--- config.mk ---
export PLATFORM = sky130hd
export DESIGN_NAME = grid_row_viewer_flat
export DESIGN_NICKNAME = d
export VERILOG_FILES = /design/src/rtl/grid_row_viewer_pkg.sv /design/src/rtl/grid_row_viewer_if.sv /design/src/rtl/grid_row_viewer_row_overlay.sv /design/src/rtl/grid_row_viewer.sv /design/src/flat_wrapper.sv
export SDC_FILE = /design/constraint.sdc
export NUM_CORES = 1
export LEC_CHECK = 0
export BUFFER_PORTS_ARGS = -buffer_cell sky130_fd_sc_hd__clkbuf_2
export CAP_MARGIN = 10
export CORE_ASPECT_RATIO = 0.5
export CORE_UTILIZATION = 38
export DETAILED_ROUTE_END_ITERATION = 8
export PLACE_DENSITY_LB_ADDON = 0.08
export SYNTH_ARGS = -nofsm -noshare
export SYNTH_HDL_FRONTEND = slang
export SYNTH_HIERARCHICAL = 1
export SYNTH_SLANG_ARGS = --single-unit
--- constraint.sdc ---
create_clock -name clk1hz -period 1.94 [get_ports clk1hz]
set_clock_uncertainty 0.1 [all_clocks]
set_input_delay 0.194 -clock clk1hz [delete_from_list [all_inputs] [get_ports clk1hz]]
set_output_delay 0.194 -clock clk1hz [all_outputs]
set_load 0.02 [all_outputs]
--- src/rtl/grid_row_viewer_pkg.sv ---
// grid_row_viewer_pkg: tile limits, player codes, view modes and the row wrap helper
package grid_row_viewer_pkg;
  localparam int HMAXTILE = 12;
  localparam int VMAXTILE = 16;
  localparam int PLAYERA = 0;
  localparam int PLAYERB = 1;
  typedef enum logic {VIEW_MANUAL = 1'b0, VIEW_AUTO = 1'b1} viewMode_t;
  function automatic logic [3:0] stepRow(input logic [3:0] row, input logic dn, input int vTiles);
    return dn ? ((row == 4'(vTiles - 1)) ? 4'd0 : row + 4'd1)
              : ((row == 4'd0) ? 4'(vTiles - 1) : row - 4'd1);
  endfunction
endpackage

--- src/rtl/grid_row_viewer_if.sv ---
// grid_row_viewer_if: buttons, map/player inputs and LED view outputs of the row viewer
interface grid_row_viewer_if #(parameter int HTILES = 10, parameter int VTILES = 6, parameter int NPLAYERS = 2);
  logic up_pulse;
  logic down_pulse;
  logic mode_toggle;
  logic [HTILES*VTILES-1:0] walk_able;
  logic [4*NPLAYERS-1:0] player_h;
  logic [4*NPLAYERS-1:0] player_v;
  logic [15:0] led;
  logic [3:0] row_idx;
  logic auto_mode;
  modport master (output up_pulse, down_pulse, mode_toggle, walk_able, player_h, player_v,
                  input led, row_idx, auto_mode);
  modport slave (input up_pulse, down_pulse, mode_toggle, walk_able, player_h, player_v,
                 output led, row_idx, auto_mode);
endinterface

--- src/rtl/grid_row_viewer_row_overlay.sv ---
// row_overlay: selects one map row and forces player cells in that row to the blink phase
module row_overlay
  import grid_row_viewer_pkg::*;
#(
  parameter int HTILES = 10,
  parameter int VTILES = 6,
  parameter int NPLAYERS = 2
) (
  input  logic [HTILES*VTILES-1:0] walk_able,
  input  logic [4*NPLAYERS-1:0]    player_h,
  input  logic [4*NPLAYERS-1:0]    player_v,
  input  logic [3:0]               row,
  input  logic                     blink,
  output logic [HTILES-1:0]        rowBits
);
  always_comb begin
    rowBits = '0;
    for (int r = 0; r < VTILES; r++)
      if (row == 4'(r)) rowBits = walk_able[r*HTILES +: HTILES];
    // out-of-range columns never match any c, so such players drop out naturally
    for (int p = 0; p < NPLAYERS; p++)
      for (int c = 0; c < HTILES; c++)
        if (player_v[4*p +: 4] == row && player_h[4*p +: 4] == 4'(c)) rowBits[c] = blink;
  end
endmodule

--- src/rtl/grid_row_viewer.sv ---
// grid_row_viewer: scrollable LED view of one map row with manual/auto row stepping
module grid_row_viewer
  import grid_row_viewer_pkg::*;
#(
  parameter int HTILES = 10,
  parameter int VTILES = 6,
  parameter int NPLAYERS = 2,
  parameter int AUTO_DIV = 4
) (
  input logic clk1hz,
  input logic rst,
  grid_row_viewer_if.slave bus
);
  localparam int CW = AUTO_DIV > 1 ? $clog2(AUTO_DIV) : 1;
  viewMode_t mode, modeNext;
  logic [3:0] row, rowNext;
  logic [CW-1:0] autoCnt, autoCntNext;
  logic blink, manStep, autoStep, stayAuto;
  logic [HTILES-1:0] rowBits;
  logic [HMAXTILE-1:0] ledLow;
  always_ff @(posedge clk1hz) begin
    if (rst) begin
      mode <= VIEW_MANUAL;
      row <= '0;
      autoCnt <= '0;
      blink <= 1'b0;
    end else begin
      mode <= modeNext;
      row <= rowNext;
      autoCnt <= autoCntNext;
      blink <= ~blink;
    end
  end
  // simultaneous up+down cancel; only a staying-AUTO cycle without a manual step counts
  always_comb begin
    modeNext = bus.mode_toggle ? ((mode == VIEW_MANUAL) ? VIEW_AUTO : VIEW_MANUAL) : mode;
    manStep = bus.up_pulse ^ bus.down_pulse;
    stayAuto = mode == VIEW_AUTO && modeNext == VIEW_AUTO && !manStep;
    autoStep = stayAuto && autoCnt == CW'(AUTO_DIV - 1);
    rowNext = manStep ? stepRow(row, bus.down_pulse, VTILES) : autoStep ? stepRow(row, 1'b1, VTILES) : row;
    autoCntNext = (stayAuto && !autoStep) ? autoCnt + CW'(1) : '0;
  end
  row_overlay #(.HTILES(HTILES), .VTILES(VTILES), .NPLAYERS(NPLAYERS)) u_overlay (
    .walk_able(bus.walk_able),
    .player_h(bus.player_h),
    .player_v(bus.player_v),
    .row(row),
    .blink(blink),
    .rowBits(rowBits)
  );
  always_comb begin
    ledLow = '0;
    ledLow[HTILES-1:0] = rowBits;
  end
  assign bus.led = {row, ledLow};
  assign bus.row_idx = row;
  assign bus.auto_mode = mode == VIEW_AUTO;
endmodule
--- src/flat_wrapper.sv ---
// flat-port wrapper written by rule: the top's interface ports become plain ports
module grid_row_viewer_flat import grid_row_viewer_pkg::*;
#(
  parameter int HTILES = 10,
  parameter int VTILES = 6,
  parameter int NPLAYERS = 2,
  parameter int AUTO_DIV = 4
)
  (clk1hz, rst, bus_up_pulse, bus_down_pulse, bus_mode_toggle, bus_walk_able, bus_player_h, bus_player_v, bus_led, bus_row_idx, bus_auto_mode);
  grid_row_viewer_if #(.HTILES(HTILES), .VTILES(VTILES), .NPLAYERS(NPLAYERS)) bus_i ();
  input logic clk1hz;
  input logic rst;
  input wire logic [$bits(bus_i.up_pulse)-1:0] bus_up_pulse;
  input wire logic [$bits(bus_i.down_pulse)-1:0] bus_down_pulse;
  input wire logic [$bits(bus_i.mode_toggle)-1:0] bus_mode_toggle;
  input wire logic [$bits(bus_i.walk_able)-1:0] bus_walk_able;
  input wire logic [$bits(bus_i.player_h)-1:0] bus_player_h;
  input wire logic [$bits(bus_i.player_v)-1:0] bus_player_v;
  output wire logic [$bits(bus_i.led)-1:0] bus_led;
  output wire logic [$bits(bus_i.row_idx)-1:0] bus_row_idx;
  output wire logic [$bits(bus_i.auto_mode)-1:0] bus_auto_mode;
  assign bus_i.up_pulse = bus_up_pulse;
  assign bus_i.down_pulse = bus_down_pulse;
  assign bus_i.mode_toggle = bus_mode_toggle;
  assign bus_i.walk_able = bus_walk_able;
  assign bus_i.player_h = bus_player_h;
  assign bus_i.player_v = bus_player_v;
  assign bus_led = bus_i.led;
  assign bus_row_idx = bus_i.row_idx;
  assign bus_auto_mode = bus_i.auto_mode;
  grid_row_viewer #(.HTILES(HTILES), .VTILES(VTILES), .NPLAYERS(NPLAYERS), .AUTO_DIV(AUTO_DIV)) u_core (.clk1hz(clk1hz), .rst(rst), .bus(bus_i));
endmodule
**After elaboration in Yosys (flattened, before gate mapping)**

Cells that the tools add are included.

- Add/subtract/negate cells: 3
- Equal/unequal tests: 26
- Muxes and demuxes: 33
- Bitwise operators: 3
- Reduce and logical (&&, ||, !) cells: 31

Operators by type and width:

| operator | number |
|---|---|
| two-way mux 10 bit | 6 |
| equality test 4 x 3 -> 1 bit (second input constant) | 10 |
| equality test 4 x 2 -> 1 bit (second input constant) | 6 |
| logical AND 1 bit | 24 |
| two-way mux 1 bit | 22 |
| two-way mux 4 bit | 5 |
| equality test 4 bit (second input constant) | 4 |
| equality test 4 x 1 -> 1 bit (second input constant) | 3 |
| zero test 4 bit | 3 |
| equality test 4 bit | 2 |
| adder 4 x 1 -> 4 bit (second input constant) | 1 |
| subtractor 4 x 1 -> 4 bit (second input constant) | 1 |
| adder 2 x 1 -> 2 bit (second input constant) | 1 |
| equality test 2 bit (second input constant) | 1 |
| zero test 1 bit | 2 |
| NOT 1 bit | 2 |
| nonzero test 2 bit | 1 |
| OR reduction 2 bit | 1 |
| XOR 1 bit | 1 |

- Flip-flop bits (word level): 8
- Input bits: 81
- Output and inout port bits: 21
- Logic and storage cells: 100

**Longest topological paths before layout**

- Depth after elaboration: 9
- Depth in mapped cells: 7
- Depth with buffers taken out: 5

**Modules after synthesis**

The synthesis kept the hierarchy.

Modules (own cells, without submodules):

| module | times used | cells an instance | area each (µm²) | sequential area each (µm²) |
|---|---|---|---|---|
| row_overlay | 1 | 157 | 1023.5 | 0.0 |
| grid_row_viewer | 1 | 51 | 429.2 | 160.2 |

**Worst setup path after synthesis**

OpenSTA, ideal clock, no wires.

- Path kind: reg-to-output
- Start: reg u_core.row[0] (netlist: u_core/bus.row_idx[0])
- End: out bus_led[6]
- Arrival time: 1.936 ns
- Data required time: 1.646 ns
- Setup slack: -0.290 ns
- Cell stages (with the launch flop): 7
- Buffers on the path: 1
- Path through: dfxtp_1 > buf_2 > xor2_1 > nor4_2 > nand3b_1 > o22ai_1 > mux2i_1

- Cells in the longest elaborated chain, start to end: 9
- Elaborated cells between the ends (all ways): 18

RTL lines:

| element | RTL line | source |
|---|---|---|
| start: declaration | grid_row_viewer.sv:16 | `logic [3:0] row, rowNext;` |
| start signal: assignment | grid_row_viewer.sv:29 | `row <= rowNext;` |
| zero test 4 bit | grid_row_viewer_row_overlay.sv:19 | `if (row == 4'(r)) rowBits = walk_able[r*HTILES +: HTILES];` |
| two-way mux 10 bit (6 in series) | grid_row_viewer_row_overlay.sv:19 |  |
| two-way mux 1 bit | grid_row_viewer_row_overlay.sv:23 | `if (player_v[4*p +: 4] == row && player_h[4*p +: 4] == 4'(c)) rowBits[c] = blink;` |
| two-way mux 1 bit * | grid_row_viewer_row_overlay.sv:23 |  |
| end: declaration | flat_wrapper.sv:19 | `output wire logic [$bits(bus_i.led)-1:0] bus_led;` |

Every way passes the cells marked *; elsewhere a longest branch is shown, timed or not.

**Worst setup path in the final report**

- Start: reg u_core.row[2] (netlist: u_core/bus.row_idx[2])
- End: out bus_led[2]

The elaborated chain is that of the path after synthesis.

==> summary.txt <==
status - finished, violations left
failing checks - setup timing
antenna diode count - 0
most frequent cells in the layout - 92 x clkbuf_2, 24 x buf_4, 19 x a21oi_1
f_max - 0.420 GHz
mapped cell area - 1450 µm²
Synth cell types - 42
drt pass-1 iters - 4
met2 Use GR - 0.406
Final period util - 1.23
layout cells sized above 1 - 0.534
fillers - 318
largest family of logic cells by synthesized area - compound AO/OA/AOI/OAI gates
latest clock arrival within the worst-skew pair - 0.23 ns
clk buf depth - 2
die area - 4090 µm²
initial antenna violation count - 0
Hold Crit Class - input pin to flop
clk slew on worst S/H paths - 0.04 ns
compound-cell area share of the yosys netlist - 0.301
cts hold-fix bufs - 0
first-pass GRT wire length - 7100 µm
GR Util met3 - 0.0290
met1 usage - 0.298
Via density - 5.17
Min Clock Period, post-route - 2.38 ns
DRC Markers - 0
Max FO, Critical Path - 4
grt peak-use layer - met2
GP Congestion - 0.813
Post-synth EDFFs - 0
Endpoint, Worst Hold - u_core/blink
Seq/Total Area, Yosys - 0.110
Initial Util - 0.410
Post-Synthesis Cells - 208
Sink Count - 8
FF-to-FF path depth - 5
Post-Synth Adder-Cell Area - 0.0172
Setup violations, final - 10
TritonCTS clock tree - built
final wirelength - 4750 µm
Setup crit end kind - output port
nets - 404
clock tree root driver cell - clkbuf_8
hold violation count in the final report - 0
Data arrival, critical path - 2.08 ns
YS warnings - 6
WP data required - 1.65 ns
RSZ-0062 raised after global routing - true
num rows - 15
hold path cells - 2
post-synthesis register bit count - 8
Horiz. Die Dim - 89.4 µm
Tot GR Track Use - 0.228
number of I/O port buffers - 99
Post-synth ARST share - 0
Iter 0 DRT Violations - 113
IO Count - 102
leak pwr - 1.12 nW
synthesized area per cell - 6.98 µm²
H-tree Lvls - 1
P&R area growth vs syn - 65.6%
total grt overflow - 0
largest net degree at the start of global routing - 25
Synth Area in XOR/XNOR - 0.0663
wire per inst - 12.8 µm
area fraction of the dominant cell type after synthesis - 0.110
hold_sp - rst
RR Startpoint - u_core/bus.row_idx[3]
mux contribution to synthesized area - 0.118
total CTS buffers - 3
via count - 1919
PwrDens - 525 nW/µm²
Worst VDD drop - 0.000333 V
post-DP HPWL - 3830 µm
top post-synthesis cells by area - dfxtp_1 11%, mux2_2 7.0%, xor2_1 6.6%
total core area - 3550 µm²
final setup margin - -0.439 ns
DIE HEIGHT - 45.7 µm
post-synth top area cell - dfxtp_1
CP startpoint kind - flop
WHS - 0.121 ns
Cell Count, Final, Fillers Out - 371
vias in the first global route - 1707
FF-to-FF End - u_core/bus.row_idx[3]
post-route cell area - 2410 µm²
Area after DPL - 2190 µm²
post-route ant nets - 0
max_cap viols - 0
Max Slew Vio Count - 0
most common flop cell mapped by yosys - dfxtp_1
register-to-register setup slack - 0.39 ns
commonest non-fill, non-tap cell in the layout - clkbuf_2
Post-Synth Simple-Gate Area - 0.283
Placed Cells - 362
crit path kind - flop to output port
Setup WS pre-CTS - -0.212 ns
## worst max path at each step
stage	slack [ns]	start	cells past startpoint	endpoint
2_1_floorplan	-0.05	u_core/bus.row_idx[3]	6	bus_led[5]
3_3_place_gp	-0.17	u_core/bus.row_idx[1]	7	bus_led[6]
3_5_place_dp	-0.21	u_core/bus.row_idx[1]	7	bus_led[5]
4_1_cts	-0.46	u_core/bus.row_idx[2]	7	bus_led[6]
5_1_grt	-0.54	u_core/bus.row_idx[0]	7	bus_led[4]
6_report	-0.44	u_core/bus.row_idx[2]	7	bus_led[2]
## layer usage
layer  up-vias  wire length, µm
met3         2              262
met4         0               15
li1        985                -
met2        63             2240
met5         -                0
met1       869             2230
## layout make-up
class | instances | area, µm² | area share
Multi-Input combinational cell | 173 | 1330 | 0.553
Timing Repair Buffer | 125 | 759 | 0.316
Sequential cell | 8 | 170 | 0.0707
Tap cell | 51 | 63.8 | 0.0265
Clock buffer | 4 | 45.0 | 0.0187
Inverter | 10 | 37.5 | 0.0156
## kinds of logic (layout without fill, tap and decap cells)
group,after synthesis,after routing
xor gates and xnor gates,11,11
AOI/OAI and AO/OA,70,70
other,1,2
buffers and inverters,28,139
adders and majority gates,2,2
DFF,8,8
and+or+nand+nor,72,72
muxes,16,16
## metrics by stage
step,power [mW],TNS [ns],utilization
floorplan,0.700,-0.294,-
global placement,0.940,-1.55,0.618
detailed placement,0.950,-1.92,0.618
CTS,1.23,-4.15,0.659
global route,1.36,-5.01,0.678
finish,1.26,-3.96,0.678
## repair_timing
item	in CTS	in global routing
endpoints found under the setup margin	10	10
resized for setup	17	19
pin swaps	10	8
endpoints found under the hold margin	0	0
buffers inserted	4	1
gates cloned	0	0
## critical path: stages (launching register included)
cell     delay, ns
dfxtp_4       0.34
xor2_1        0.14
nor4_2        0.32
buf_4         0.18
nand2_1       0.19
o22ai_2       0.26
mux2i_4       0.28
buf_8         0.13
## flip-flops by register name (all words and copies together) (netlist names)
name / count
u_core/bus.row_idx: 4
u_core/autoCnt: 2
u_core/blink: 1
u_core/bus.auto_mode: 1
## cell usage after synthesis, drive strengths merged, types with 3 or more instances
cell type,n
a31oi,6
inv,10
nor2,14
nand3b,5
nand3,8
or3,3
o22ai,12
nand2,10
a21oi,19
dfxtp,8
buf,16
mux2i,7
a22o,4
nor3,5
nand2b,11
xor2,11
nor3b,3
or2,3
o21ai,16
mux2,9
## report_power, final
group          switching [mW]  leakage [nW]  internal [mW]
combinational           0.419          1.03          0.446
sequential             0.0124        0.0678          0.176
clock                  0.0683        0.0228          0.143
Note: power is estimated with default switching activity, not from simulation.
